--- src/rtl/axist_pkg.sv ---
// axist_pkg: shared FSM state type and packet-mode encodings for axist_pkt_src.
package axist_pkg;
  typedef enum logic {IDLE, BURST} state_t;
  localparam int MODE_CUT = 0;
  localparam int MODE_SAF = 1;
endpackage

--- src/rtl/axist_fifo.sv ---
// axist_fifo: word+last storage with registered level and power-of-two pointer wrap.
module axist_fifo #(
  parameter int DATA_WIDTH = 8,
  parameter int DEPTH = 16
) (
  input  logic                      clk,
  input  logic                      rst,
  input  logic                      wr,
  input  logic [DATA_WIDTH-1:0]     wr_data,
  input  logic                      wr_last,
  input  logic                      rd,
  output logic [DATA_WIDTH-1:0]     rd_data,
  output logic                      rd_last,
  output logic [$clog2(DEPTH):0]    level,
  output logic                      full
);
  localparam int AW = $clog2(DEPTH);
  logic [DATA_WIDTH:0] mem [DEPTH];
  logic [AW-1:0] wp, rp;
  assign full = level == (AW+1)'(DEPTH);
  assign {rd_last, rd_data} = mem[rp];
  always_ff @(posedge clk or posedge rst)
    if (rst) begin
      wp <= '0;
      rp <= '0;
      level <= '0;
    end else begin
      if (wr) wp <= wp + 1'b1;
      if (rd) rp <= rp + 1'b1;
      level <= level + (AW+1)'(wr) - (AW+1)'(rd);
    end
  always_ff @(posedge clk)
    if (wr) mem[wp] <= {wr_last, wr_data};
endmodule

--- src/rtl/axist_pkt_src.sv ---
// axist_pkt_src: FIFO-backed AXI-stream packet source, cut-through or store-and-forward.
// Define AXIST_PKT_SRC_STATS_EN to enable the sent-packet counter on pkt_cnt.
module axist_pkt_src import axist_pkg::*; #(
  parameter int DATA_WIDTH = 8,
  parameter int DEPTH = 16,
  parameter int PKT_MODE = MODE_CUT
) (
  input  logic                      clk,
  input  logic                      rst,
  input  logic                      wr_en,
  input  logic [DATA_WIDTH-1:0]     wr_data,
  input  logic                      wr_last,
  output logic                      wr_full,
  input  logic                      ready,
  output logic                      valid,
  output logic                      last,
  output logic [DATA_WIDTH-1:0]     dout,
  output logic [$clog2(DEPTH):0]    level,
  output logic                      ovf,
  output logic [15:0]               pkt_cnt
);
  localparam int AW = $clog2(DEPTH);
  state_t state, state_nxt;
  logic [AW:0] npk;
  logic [DATA_WIDTH-1:0] q_data;
  logic q_last, wr_acc, rd_acc, start;
  assign wr_acc = wr_en & ~wr_full;
  assign valid = state == BURST && level != '0;
  assign rd_acc = valid & ready;
  assign dout = valid ? q_data : '0;
  assign last = valid & q_last;
  // a full FIFO with no complete packet must still drain, or it deadlocks
  assign start = PKT_MODE == MODE_SAF ? (npk != '0 || wr_full) : level != '0;
  axist_fifo #(.DATA_WIDTH(DATA_WIDTH), .DEPTH(DEPTH)) u_fifo (
    .clk(clk), .rst(rst), .wr(wr_acc), .wr_data(wr_data), .wr_last(wr_last), .rd(rd_acc),
    .rd_data(q_data), .rd_last(q_last), .level(level), .full(wr_full)
  );
  always_comb
    state_nxt = state == IDLE ? (start ? BURST : IDLE) : (rd_acc && q_last ? IDLE : BURST);
  always_ff @(posedge clk or posedge rst)
    if (rst) begin
      state <= IDLE;
      npk <= '0;
      ovf <= 1'b0;
    end else begin
      state <= state_nxt;
      npk <= npk + (AW+1)'(wr_acc & wr_last) - (AW+1)'(rd_acc & q_last);
      if (wr_en & wr_full) ovf <= 1'b1;
    end
`ifdef AXIST_PKT_SRC_STATS_EN
  always_ff @(posedge clk or posedge rst)
    if (rst) pkt_cnt <= '0;
    else if (rd_acc & q_last) pkt_cnt <= pkt_cnt + 16'd1;
`else
  assign pkt_cnt = '0;
`endif
endmodule

--- config.mk ---
export PLATFORM = sky130hd
export DESIGN_NAME = axist_pkt_src
export DESIGN_NICKNAME = d
export VERILOG_FILES = /design/src/rtl/axist_pkg.sv /design/src/rtl/axist_fifo.sv /design/src/rtl/axist_pkt_src.sv
export SDC_FILE = /design/constraint.sdc
export NUM_CORES = 1
export LEC_CHECK = 0
export BUFFER_PORTS_ARGS = -buffer_cell sky130_fd_sc_hd__buf_2
export CAP_MARGIN = 20
export CORE_MARGIN = 2
export CORE_UTILIZATION = 47
export CTS_CLUSTER_SIZE = 16
export DETAILED_ROUTE_END_ITERATION = 10
export PLACE_DENSITY = 0.61
export RECOVER_POWER = 25
export SKIP_LAST_GASP = 1
export SYNTH_ARGS = -nofsm -noshare
export SYNTH_HDL_FRONTEND = slang
export SYNTH_SLANG_ARGS = --single-unit
--- constraint.sdc ---
create_clock -name clk -period 6.8 [get_ports clk]
set_input_delay 0.68 -clock clk [delete_from_list [all_inputs] [get_ports clk]]
set_output_delay 0.68 -clock clk [all_outputs]
set_load 0.02 [all_outputs]
# Word level (Yosys, flattened, before mapping)
# Memories as Yosys holds them, arrays and structs flattened.
# Cells that the tools add are included.
# totals
ff_bits,15
latch_bits,0
ramBits,144
mem_bits_ro,0
out_inout_bits,33
elab_cells,25
mem_count,1
# classes
addsub,4
multipliers,0
n_div,0
order_cmp,0
n_eq_ne,1
shift,0
mux,6
bitwise_logic,5
n_reduce_logical,3
# memory_table
name,depth,width,rd,rd_ports_with_merged_regs,write_ports,line_no,text
u_fifo.mem,16,9,1,0,1,axist_fifo.sv:18,logic [DATA_WIDTH:0] mem [DEPTH];
# ops
operator,n
"4-bit by 1-bit adder with 4-bit output, second input constant",2
8-bit two-way mux,1
5-bit by 1-bit adder with 5-bit output,1
"5-bit equality test, second input constant",1
1-bit two-way mux,5
5-bit nonzero test,1
5-bit by 1-bit subtractor with 5-bit output,1
1-bit AND,4
1-bit logical AND,2
1-bit NOT,1

# Logic depth before layout (Yosys ltp)
# Gate-level depths: netlist (run 1).
# depth
depth_word,6
mapped_depth,15

# By module
# A second synthesis (run 1) with hierarchy kept.
# unflattened
hier_cells,339
hier_area_um2,6600.1
# modules_own_cells
mod,n_inst,cells_per_inst,area_each_um2,seq_area_each_um2
axist_fifo,1,301,6272.3,4649.5
axist_pkt_src,1,38,327.8,50.0

# Least setup slack after synthesis (run 1)
# No wires, ideal clock.
# synth_timing
path_type,reg-to-reg
start,reg u_fifo.level[3]
end,reg u_fifo.level[4]
arrival_ns,2.728
required_time_ns,6.720
path_slack_ns,3.992
path_stages_with_launch,15
path_buffers,1
synth_period_minus_slack_ns,2.808
path_cell_list,dfrtp_1 > inv_1 > ha_1 > or4b_4 > and3_4 > buf_6 > ha_1 > inv_1 > ha_1 > inv_1 > fa_1 > inv_1 > a21oi_1 > o21bai_1 > xnor2_1
# synth_via
elab_cells_between_ends,8
# synth_lines
item,line_no,text
from (decl),axist_fifo.sv:14,"output logic [$clog2(DEPTH):0] level,"
from (signal assigned),axist_fifo.sv:30,level <= level + (AW+1)'(wr) - (AW+1)'(rd);
5-bit nonzero test,axist_pkt_src.sv:28,assign valid = state == BURST && level != '0;
1-bit logical AND,axist_pkt_src.sv:28,
1-bit AND,axist_pkt_src.sv:29,assign rd_acc = valid & ready;
via rd_acc,axist_pkt_src.sv:26,"logic q_last, wr_acc, rd_acc, start;"
5-bit by 1-bit subtractor with 5-bit output,axist_fifo.sv:30,
# The timed path passes the listed nets, and every way through them passes these cells.
# A chain may end at the register's enable or synchronous reset.

# Worst setup path after layout (run 1)
# layout_timing
start,reg u_fifo.level[3]
end,out dout[5]
# layout_via
elab_chain_cells,3
# layout_rtl
item,line_no,text
5-bit nonzero test,axist_pkt_src.sv:28,
1-bit logical AND,axist_pkt_src.sv:28,
8-bit two-way mux,axist_pkt_src.sv:30,assign dout = valid ? q_data : '0;
to (decl),axist_pkt_src.sv:17,"output logic [DATA_WIDTH-1:0] dout,"
# No other way between the ends.

==> results list, run 1 <==
* Result of the run: complete, no violations
- Number of fillers in the final layout: 1093
* Row cnt: 43
* Static power due to leakage: 0.00263 uW
- Post-route total power: 3350 uW
- Instance area after placement: 0.00691 mm^2
- Fraction of final layout cells with drive strength greater than 1: 25.3%
- Power dissipated by switching net loads: 1080 uW
- In this run, flip-flops and latches consume 38.4% of the power.
- Clock root cell: sky130_fd_sc_hd__clkbuf_16
- Summing all non-filler instances in the final layout gives an area of 0.00750 mm^2.
* Setup violations, final: 0
- Total routing resource utilization after global routing: 18.8%
- Number of buffers added by the clock tree synthesis step: 17
- The worst setup path is captured at an output port.
- Count of synthesis-stage warnings from yosys: 0
* Antenna violations before repair: 0
* Number of distinct library cells after synthesis: 37
* Vias post-DR: 3172
- Clk Latency, worst-skew pair: 430 ps
- Core area: 0.0138 mm^2
* Crit path launch type: flip-flop
- Initial Util: 47.7%
- The tool flagged a number of max-cap violations equal to 0.
- The floorplan step defined a die boundary enclosing 0.0149 mm^2.
- Classification of the worst setup path: flip-flop to output port
- Dividing total power by cell area gives a power density of 446 mW/mm^2.
- The worst path uses 47.8% of the clock period.
- Clock sinks: 159
- In this run the worst path has a maximum fanout of 8.
- Dividing the detail-routed via count by the number of cells gives 5.47.
- For the pin with the worst max-slew slack, the measured transition is 1040 ps.
- Fin Clk Skew: 8.85 ps
- Number of buffer cells added on primary ports: 29
- The synthesized design contains 144 enable-type register cells.
- Boundary Pins: 46
- Number of global-route vias before repair: 3327
- For this design, the slowest cell found on the critical path is sky130_fd_sc_hd__or4b_4.
* Hold buffer count at cts: 0
- Counting flops and latches in the post-synthesis netlist gives 159.
* Post-DRT Antenna Nets: 0
- The clock passes through at most 2 buffers.
- Walking the worst path, the cells encountered are inv_1 -> ha_1 -> or4b_4 -> and2_2 -> nand2b_1 -> o22ai_1 -> buf_2.
* WL/cell: 22.2 um
* Clock share of power: 29.1%
- Internal power component: 2260 uW
* Proportion of synthesized flip-flops having asynchronous set or reset: 9.43%
- Net switching is 32.4% of the power.
- Ranking of synthesized cells by area: sky130_fd_sc_hd__edfxtp_1 (66%), sky130_fd_sc_hd__mux4_2 (11%), sky130_fd_sc_hd__dfrtp_1 (5.7%)
* CTS tree: done
- First-pass GRT wire length: 19.6 mm
- For this run the aggregate overflow at the end of global routing stands at 0.
* Count of cells resized by post-cts repair: 0
- Detailed Place HPWL: 7.62 mm
- Clock-pin transition on the worst setup and hold timing paths: 60 ps
- Final routed wirelength across all metal layers: 12.9 mm
- In this run the number of H-tree levels came out at 4.
- For this run, design rule violations remaining after detail routing come to 0.
* Worst-case register-to-register setup slack: 3670 ps
* Average cell area after synthesis: 18.9 um^2
- Data arrives at the worst endpoint at 2570 ps.
- Setup repair after global routing left no endpoint under its margin.
- The repair_antennas step left the layout with diodes totalling 0.
* Final max-slew violation count: 0
- The total count of hold-check failures in the final report was 0.
* Post-synthesis cell area: 0.00657 mm^2
- After routing, the total negative slack on setup checks comes to 0 ps.
- Fin crit period: 3250 ps
- Critical Path Max Stage Delay: 470 ps
* Number of design-rule violations left by the first detailed-router iteration: 355
- Maximum clock frequency: 0.308 GHz
- Most area-hungry cell type in the Yosys netlist: sky130_fd_sc_hd__edfxtp_1
* Die Wd: 122 um
- Top-area cell type share of the netlist area: 65.8%
- The min-delay analysis places its worst path in the category primary input to async pin.
* Die Ht: 122 um
* Layout overhead on the synthesized area: 14.1%
- The pre-antenna-repair detailed-routing pass consisted of 5 iterations.
- Most instantiated flip-flop cell in the synthesis netlist: sky130_fd_sc_hd__edfxtp_1
- Sequential fraction of the synthesis area: 71.5%
- Relative contribution of combinational cells to total power: 32.5%
- Post-CTS timing repair inserted 0 buffers for setup.
- Gate count of the mapped netlist: 348
* Slew HR: 30.4%
- At the end of the flow, the number of nets in the layout was 412.
- Routability-driven placement congestion ratio: 0.726
- Highest ir drop seen on vdd: 204 uV
- Maximum number of pins on one net before global-route repair: 41
- Req. time, crit path: 6120 ps
-- per-layer routing --
metal	track usage [%]	up-vias	wire length (um)
met5	0	-	0
met4	7.90	0	213
met3	4.37	17	786
met2	29.7	106	6270
met1	25.4	1634	5610
li1	-	1415	-
-- cells in the mapped netlist, types with 2 or more instances --
cell,number
sky130_fd_sc_hd__a21oi_1,3
sky130_fd_sc_hd__o22ai_1,8
sky130_fd_sc_hd__nand2_1,5
sky130_fd_sc_hd__inv_1,16
sky130_fd_sc_hd__buf_4,18
sky130_fd_sc_hd__a21o_1,2
sky130_fd_sc_hd__a22oi_1,2
sky130_fd_sc_hd__buf_6,2
sky130_fd_sc_hd__edfxtp_1,144
sky130_fd_sc_hd__xnor2_1,7
sky130_fd_sc_hd__dfrtp_1,15
sky130_fd_sc_hd__nor4_1,4
sky130_fd_sc_hd__clkbuf_1,2
sky130_fd_sc_hd__a21boi_0,2
sky130_fd_sc_hd__nand4_1,4
sky130_fd_sc_hd__xor2_1,3
sky130_fd_sc_hd__and2_1,4
sky130_fd_sc_hd__mux4_2,32
sky130_fd_sc_hd__buf_2,11
sky130_fd_sc_hd__mux2i_1,24
sky130_fd_sc_hd__ha_1,11
sky130_fd_sc_hd__nor3_1,4
sky130_fd_sc_hd__nand3_1,5
sky130_fd_sc_hd__nor2_1,5
sky130_fd_sc_hd__nor2b_1,3
-- placed cells by master, fill, tap and decap left out, drive strengths merged, types with 2 or more instances in the layout --
cell and n:
a21boi 2, a21o 2, a21oi 3, a22oi 2, and2 5, buf 31
bufinv 4, clkbuf 24, clkinv 9, clkinvlp 2, conb 16, dfrtp 15
edfxtp 144, ha 11, inv 16, mux2i 24, mux4 32, nand2 5
nand3 5, nand4 4, nor2 5, nor2b 3, nor3 4, nor4 4
o22ai 8, xnor2 7, xor2 3
-- metrics by stage --
step           hold slack, ps  worst slack (ps)  cells  util (%)
6_report                  309              3550    580      54.5
2_1_floorplan             509              3990    363         -
5_1_grt                   376              3390    580      54.5
3_5_place_dp              444              3640    548      50.2
4_1_cts                   328              3520    580      54.5
3_3_place_gp              437              3770    548      50.2
-- cell type report --
type,count,area (um^2),share of cell area [%]
clock inverters,15,175,2.34
inverters,16,60.1,0.801
flip-flops and latches,159,4700,62.7
multi-input cells,155,1710,22.8
repair buffers,38,204,2.72
clock buffers,17,425,5.67
well taps,180,225,3.00
-- path summary, 6_finish.rpt --
kind	startpoint	end	depth (start not counted)
setup / recovery	u_fifo.level[3]	dout[5]	7
hold / removal	rst	u_fifo.wp[2]	2
setup reg to reg	u_fifo.level[3]	u_fifo.level[4]	14
hold reg to reg	ovf	ovf	1
max in group asynchronous	rst	u_fifo.rp[0]	2
min in group clk	ovf	ovf	1
-- power by group through the flow --
stage	Sequential (uW)	Combinational, uW	Clock [uW]
after global placement	1300	1100	0
after CTS	1290	1110	985
after floorplan	1280	815	0
after detailed placement	1310	1100	0
after global routing	1300	1190	1020
final	1290	1090	973
-- worst max-delay path, delay by kind of cell (launching register included) --
kind                       cells  cell delay [ps]
buffers and inverters          2              280
AOI/OAI and AO/OA              1              220
DFF                            1              400
adders and majority gates      1              150
and+or+nand+nor                3             1090
-- logic make-up (layout without fill, tap and decap cells) --
| logic type | count (synthesis) | after routing | synth area share [%] |
|---|---|---|---|
| xor+xnor | 10 | 10 | 1.33 |
| buf+inv | 49 | 86 | 4.26 |
| other cells | 1 | 16 | 0.0571 |
| fa+ha+maj | 12 | 12 | 2.40 |
| flops | 159 | 159 | 71.5 |
| simple gates | 40 | 40 | 3.58 |
| mux | 57 | 57 | 14.8 |
| compound gates | 20 | 20 | 2.02 |
-- state kept, by name, indices dropped and copies added, names as in the netlist --
| signal | cells |
|---|---|
| u_fifo.rp | 4 |
| u_fifo.wp | 4 |
| u_fifo.mem | 144 |
| state | 1 |
| u_fifo.level | 5 |
| ovf | 1 |
No activity file was read; power rests on OpenSTA's default activity.
==> inputs of run 2 (changes only) <==
Settings changed: PLACE_DENSITY 0.61 to 0.63.
Clock period 6.8 ns to 2.8 ns, I/O delays scaled along.
==> run 2 against run 1 <==
- non-clock buffer count is 24 higher
- wire length increased by 0.49%
- combinational power grew to 2.6 times the previous value
- die area stayed put
- power increased by 150%
- critical path depth is 6 higher
- critical path type is now flip-flop to flip-flop
- largest cell class unchanged
==> results list, run 2 (synthesis results as in run 1) <==
* DRC violations left: 0 (unchanged)
- The worst hold path begins at wr_en.
- Number of placed cells counting well taps: 565 (+3.1%)
* Result of the run: complete, no violations
* Req. time, crit path: 3140 ps (-2980 ps)
- TritonCTS built the clock tree.
- The setup slack of the worst register-to-register path came to 90 ps (-3580 ps).
* Vias post-DR: 3326 (+4.9%)
- The number of fillers in the final layout is 1077 (-1.5%).
- STA classifies the critical path startpoint as a flip-flop.
- The worst setup path is of the flip-flop to flip-flop kind.
- The starting density of the core was 47.7% (unchanged).
- The number of cells on the worst reg-to-reg path was 13 (-1).
* Final max-slew violation count: 0 (unchanged)
- Clk Latency, worst-skew pair: 410 ps (-20 ps)
* WL/cell: 21.4 um (-3.5%)
- Based on the critical path, the design can be clocked at up to 0.369 GHz.
* Core area: 0.0138 mm^2 (unchanged)
- Hold Crit Class: primary input to flip-flop
- Largest fanout on the critical path: 3 (-5)
* Finished Layout Cells: 604 (+4.1%)
- The static power due to leakage is 0.00275 uW (+4.9%).
- Number of buffer cells added on primary ports: 29 (unchanged)
* Slew HR: 59.1% (+29 points)
- Period Utilization, post-route: 96.8%
- Highest ir drop seen on vdd: 603 uV (+200%)
* Layout overhead on the synthesized area: 17.8%
* Fraction of final layout cells with drive strength greater than 1: 32.3% (+7.1 points)
- Detailed Place HPWL: 8.01 mm (+5.1%)
* Antenna cell count: 0 (unchanged)
* Boundary Pins: 46 (unchanged)
* Clock Tree Buf Depth: 2 (unchanged)
* Post-DRT Antenna Nets: 0 (unchanged)
- The total number of nets in the final design was 436 (+5.8%).
- Number of max-cap violations: 0 (unchanged)
- Fin Clk Skew: 4.65 ps (-4.20 ps)
- In the final layout, the registers with the most flip-flops are u_fifo.mem: 144 flops, u_fifo.level: 5 flops.
- Hold violation total from the final report: 0 (unchanged)
* Row cnt: 43 (unchanged)
* Commonest non-fill, non-tap cell in the layout: sky130_fd_sc_hd__edfxtp_1
- The final hold slack came to 70.7 ps (-238 ps).
- Leading cell types in the layout, fill and taps excluded: sky130_fd_sc_hd__edfxtp_1 (144), sky130_fd_sc_hd__mux4_2 (32), sky130_fd_sc_hd__buf_4 (29)
- Final routed wirelength across all metal layers: 12.9 mm (+0.49%)
* Critical path launch point: u_fifo.level[2]
- The detailed-router iteration count before antenna repair is 5 (unchanged).
- The remaining global-route overflow is 0 (unchanged).
- Hold Path Depth: 2
- The die boundary height was 122 um (unchanged).
- Pwr/cell area: 1080 mW/mm^2 (+140%)
* Worst endpoint data arrival time: 3050 ps (+480 ps)
- Antenna violations before repair: 0 (unchanged)
* Area of the die: 0.0149 mm^2 (unchanged)
- The initial DRC count was 297 (-16%).
- Clock sinks: 159 (unchanged)
* Most flops, register: u_fifo.mem
- Clock root cell: sky130_fd_sc_hd__clkbuf_16
* Critical path capture point type: flip-flop
- Sink of the worst hold path: ovf
- The via count of the first global-routing pass came to 3337 (+0.30%).
* R2r startpoint: u_fifo.level[2]
* Setup violations, final: 0 (unchanged)
- The level count of the clock H-tree is 4 (unchanged).
- Maximum number of pins on one net before global-route repair: 30 (-27%)
- The actual slew at the worst max-slew pin came to 613 ps (-427 ps).
- The number of flip-flops under the largest register name came to 144 (unchanged).
- The weighted congestion reported at the end of routability-driven placement was 0.772 (+6.2%).
- The number of buffers created by CTS is 17 (unchanged).
- The x dimension of the die is 122 um (unchanged).
- The clock period could shrink to 2710 ps.
- Clock-pin transition on the worst setup and hold timing paths: 60 ps (about the same)
- The overall track demand over capacity in global routing came to 18.9% (+0.069 points).
- The via count normalized by instance count came to 5.51 (+0.69%).
* Critical register-to-register path endpoint: u_fifo.level[4]
* First-pass GRT wire length: 19.7 mm (+0.78%)
run 2: cell count changes in the layout (fill, tap and decap cells not counted), moves of 2 or more:
cell / change
sky130_fd_sc_hd__buf_4: +20
sky130_fd_sc_hd__nor4_2: +4
sky130_fd_sc_hd__nor4_4: -4
sky130_fd_sc_hd__buf_12: +3
sky130_fd_sc_hd__clkinv_1: -3
sky130_fd_sc_hd__ha_1: -3
sky130_fd_sc_hd__clkinv_4: +2
sky130_fd_sc_hd__dfrtp_1: -2
sky130_fd_sc_hd__dfrtp_2: +2
sky130_fd_sc_hd__ha_4: +2
sky130_fd_sc_hd__inv_1: -2
sky130_fd_sc_hd__inv_2: +2
run 2: worst max-delay path by stage:
stage	slack, ps	endpoint
after floorplan	20	u_fifo.level[4]
after global placement	70	u_fifo.level[4]
after detailed placement	-30	u_fifo.level[4]
after CTS	20	u_fifo.level[4]
after global routing	-40	u_fifo.level[4]
final	90	u_fifo.level[4]
run 2: critical path, cell delays in order (launching register included):
cell and delay (ps):
sky130_fd_sc_hd__dfrtp_2 420, sky130_fd_sc_hd__inv_2 80, sky130_fd_sc_hd__ha_4 130, sky130_fd_sc_hd__or4b_4 470
sky130_fd_sc_hd__and3_4 220, sky130_fd_sc_hd__ha_4 230, sky130_fd_sc_hd__inv_1 60, sky130_fd_sc_hd__ha_2 170
sky130_fd_sc_hd__inv_1 60, sky130_fd_sc_hd__fa_2 390, sky130_fd_sc_hd__inv_1 60, sky130_fd_sc_hd__a21oi_1 50
sky130_fd_sc_hd__o21bai_1 170, sky130_fd_sc_hd__xnor2_1 130
run 2: per-stage QoR:
step	cell area [um^2]	utilization [%]	setup TNS [ps]	setup slack (ps)	total power [uW]
floorplan	6630	-	0	17.0	5100
global placement	7040	51.1	0	67.5	5870
CTS	7690	55.8	0	22.4	8340
detailed placement	7040	51.1	-34.7	-34.7	5940
global route	7740	56.2	-41.3	-41.3	8760
finish	7740	56.2	0	89.4	8360
run 2: area by class of cell:
cell class / count / area, um^2 / share of cell area, %
clock buffers: 17 / 425 / 5.50
clock inverters: 15 / 193 / 2.49
inverters: 16 / 60.1 / 0.776
multi-input cells: 155 / 1710 / 22.1
flip-flops and latches: 159 / 4700 / 60.8
well taps: 180 / 225 / 2.91
repair buffers: 62 / 424 / 5.48
run 2: per-layer routing:
metal	GRT usage, %	wire [um]	vias up
li1	-	-	1459
met3	5.81	795	13
met4	4.96	116	0
met2	29.5	6320	115
met5	0	0	-
met1	26.1	5710	1739
run 2: timing repair:
item,CTS,global route
hold buffers,1,0
cloned,0,0
setup endpoints to repair,9,7
setup buffers,1,5
resized for setup,4,5
endpoints found under the hold margin,15,0
pin swaps,2,5
run 2: power breakdown:
part	leakage, uW	total, uW	switching (uW)	internal [uW]
Combinational	0.000985	2830	1540	1290
Sequential	0.00147	3140	222	2920
Clock	0.000296	2390	903	1490
==> inputs of run 3 (changes only) <==
Settings changed: PLACE_DENSITY 0.63 to 0.61.
Clock period 2.8 ns to 2.7 ns, I/O delays scaled along.
==> run 3 against run 2 <==
- via count decreased by 3.8%
- non-clock buffer count decreased by 4
- critical endpoint unchanged
- cell area decreased by 0.16%
- largest power group unchanged
- worst setup slack got worse by 30 ps
==> results list, run 3 (synthesis results as in run 1) <==
- The sum of net half-perimeters after detailed placement came to 7.81 mm (-2.5%).
- The maximum operating frequency came to 0.379 GHz (+2.6%).
- The maximum buffer depth of the clock tree came to 2 (unchanged).
- The clock tree skew after final layout is 10.9 ps (+6.29 ps).
- Core area: 0.0138 mm^2 (unchanged)
- STA classifies the critical path startpoint as a flip-flop.
* Final routed wirelength across all metal layers: 12.4 mm (-3.8%)
- The level count of the clock H-tree was 4 (unchanged).
- The max capacitance violation total is 0 (unchanged).
- The number of cells on the worst reg-to-reg path is 13 (unchanged).
- The count of final setup violators was 0 (unchanged).
* Clock sinks: 159 (unchanged)
- Row cnt: 43 (unchanged)
* Post-placement setup slack: 44.1 ps (+78.8 ps)
* Total Neg Setup Slack: 0 ps (unchanged)
- The run finished with clean final reports.
* Die Wd: 122 um (unchanged)
* Final max-slew violation count: 0 (unchanged)
- In this run the critical register-to-register path is launched from u_fifo.level[3].
- The actual slew at the worst max-slew pin was 651 ps (+38.1 ps).
* Worst-case register-to-register setup slack: 60 ps (-30 ps)
* Average via count per standard cell: 5.33 (-3.1%)
- The post-route minimum period is 2640 ps (-69.6 ps).
* GRT Residual Overflow: 0 (unchanged)
- Flip-flop count of the largest register after layout: 144 (unchanged)
- Die Ht: 122 um (unchanged)
* Antenna violations before repair: 0 (unchanged)
- The cell area after layout is 0.00773 mm^2 (-0.16%).
* First-pass GRT wire length: 19.1 mm (-3.2%)
* Fraction of final layout cells with drive strength greater than 1: 32.1% (-0.17 points)
* Boundary Pins: 46 (unchanged)
- The worst hold path terminates at ovf.
* Number of global-route vias before repair: 3281 (-1.7%)
- The remaining antenna violation count is 0 (unchanged).
* Clk Latency, worst-skew pair: 420 ps (about the same)
* Hold Path Depth: 2 (unchanged)
- The total number of nets in the final design was 432 (-0.92%).
* Total routing resource utilization after global routing: 18.2% (-0.68 points)
- Instance area after placement: 0.00703 mm^2 (-0.14%)
- Clock-pin transition on the worst setup and hold timing paths: 60 ps (about the same)
- Leaving out fill and tap cells, the most frequent cell in the layout is sky130_fd_sc_hd__edfxtp_1.
* Unrepaired setup endpoints after global routing: yes
- STA classifies the critical path endpoint as a flip-flop.
- Initial Util: 47.7% (unchanged)
- The register with the most flip-flops in the final layout is u_fifo.mem.
* Hold path start: wr_en
- The final worst-path cycle share was 97.8% (+1.0 points).
- The static power due to leakage is 0.00273 uW (-0.75%).
- Pwr/cell area: 1130 mW/mm^2 (+4.3%)
* WL/cell: 20.7 um (-3.2%)
- The area growth from synthesis to layout is 17.6%.
- CTS tree: done
- The critical path is of the flip-flop to flip-flop type.
- Area of the die: 0.0149 mm^2 (unchanged)
* Number of design-rule violations left by the first detailed-router iteration: 324 (+9.1%)
- Number of iterations in the first detailed-routing pass: 4 (-1)
- The total chip power came to 8710 uW (+4.2%).
- The maximum resistive drop on vdd came to 735 uV (+22%).
- Clock root cell: sky130_fd_sc_hd__clkbuf_16
* Hold violation total from the final report: 0 (unchanged)
* Critical register-to-register path endpoint: u_fifo.level[4]
- Maximum number of pins on one net before global-route repair: 23 (-23%)
- The number of buffers created by CTS was 17 (unchanged).
- Worst hold slack across all endpoints: 53.2 ps (-17.5 ps)
* Slew HR: 56.6% (-2.6 points)
- Vias post-DR: 3200 (-3.8%)
* Leading cell types in the layout, fill and taps excluded: sky130_fd_sc_hd__edfxtp_1 (144), sky130_fd_sc_hd__mux4_2 (32), sky130_fd_sc_hd__buf_4 (26)
- Worst setup margin: 59.0 ps (-30.4 ps)
- The port buffer count is 29 (unchanged).
* Largest fanout on the critical path: 3 (unchanged)
- DRC violations left: 0 (unchanged)
* Routability-driven placement congestion ratio: 0.775 (+0.39%)
* Worst endpoint data arrival time: 2980 ps (-70 ps)
* Antenna cell count: 0 (unchanged)
- Hold Crit Class: primary input to flip-flop
* Req. time, crit path: 3040 ps (-100 ps)
- In the final layout, the registers with the most flip-flops are u_fifo.mem: 144 flops, u_fifo.level: 5 flops.
==> run 3: cell count changes in the layout (fill, tap and decap cells not counted), sizes merged <==
cell,previous run,this run
bufinv,4,5
buf,54,51
clkinv,7,4
clkinvlp,3,4
==> run 3: layout make-up <==
cell class	instances	area, um^2
multi-input combinational	155	1710
fill	1084	6050
inverter	16	60.1
tap	180	225
clock buffer	18	429
timing repair buffer	58	383
sequential	159	4710
clock inverter	14	215
==> run 3: where the power goes <==
| part | total (uW) | internal, uW | switching [uW] |
|---|---|---|---|
| sequential | 3270 | 3030 | 240 |
| combinational | 2860 | 1300 | 1560 |
| clock | 2580 | 1640 | 939 |
==> run 3: routing by layer <==
layer  global-route usage, %  vias up  wire length (um)
met5                       0        -                 0
met4                    7.61        0               266
met3                    5.16       15               688
met2                    27.6       97              5970
met1                    25.0     1640              5520
li1                        -     1448                 -
==> run 3: critical path: stages (launching register included) <==
cell	delay [ps]
sky130_fd_sc_hd__dfrtp_2	430
sky130_fd_sc_hd__inv_2	70
sky130_fd_sc_hd__ha_2	170
sky130_fd_sc_hd__or4b_4	470
sky130_fd_sc_hd__and3_4	210
sky130_fd_sc_hd__ha_4	230
sky130_fd_sc_hd__inv_2	60
sky130_fd_sc_hd__ha_4	120
sky130_fd_sc_hd__inv_2	30
sky130_fd_sc_hd__fa_2	360
sky130_fd_sc_hd__inv_1	60
sky130_fd_sc_hd__a21oi_1	50
sky130_fd_sc_hd__o21bai_1	150
sky130_fd_sc_hd__xnor2_1	140
==> run 3: repair_timing <==
item / in CTS / in global routing
endpoints found under the setup margin: 7 / 3
resized for setup: 3 / 0
buffers inserted: 0 / 4
hold buffers: 1 / 0
hold endpoints to repair: 15 / 0
pin swaps: 0 / 1
==> run 3: metrics by stage <==
stage	std cells	util, %
after floorplan	363	-
after global placement	563	51.0
after detailed placement	563	51.0
after CTS	596	55.9
after global routing	600	56.1
final	600	56.1
==> run 3: worst max-delay path by stage <==
stage / slack (ps) / endpoint / startpoint / cells past startpoint
final: 60 / u_fifo.level[4] / u_fifo.level[3] / 13
after global routing: -40 / u_fifo.level[4] / u_fifo.level[3] / 13
after CTS: 8 / dout[6] / u_fifo.rp[0] / 5
after detailed placement: 40 / u_fifo.level[4] / u_fifo.level[3] / 13
after global placement: 90 / u_fifo.level[4] / u_fifo.level[3] / 13
after floorplan: 20 / u_fifo.level[4] / u_fifo.level[3] / 14
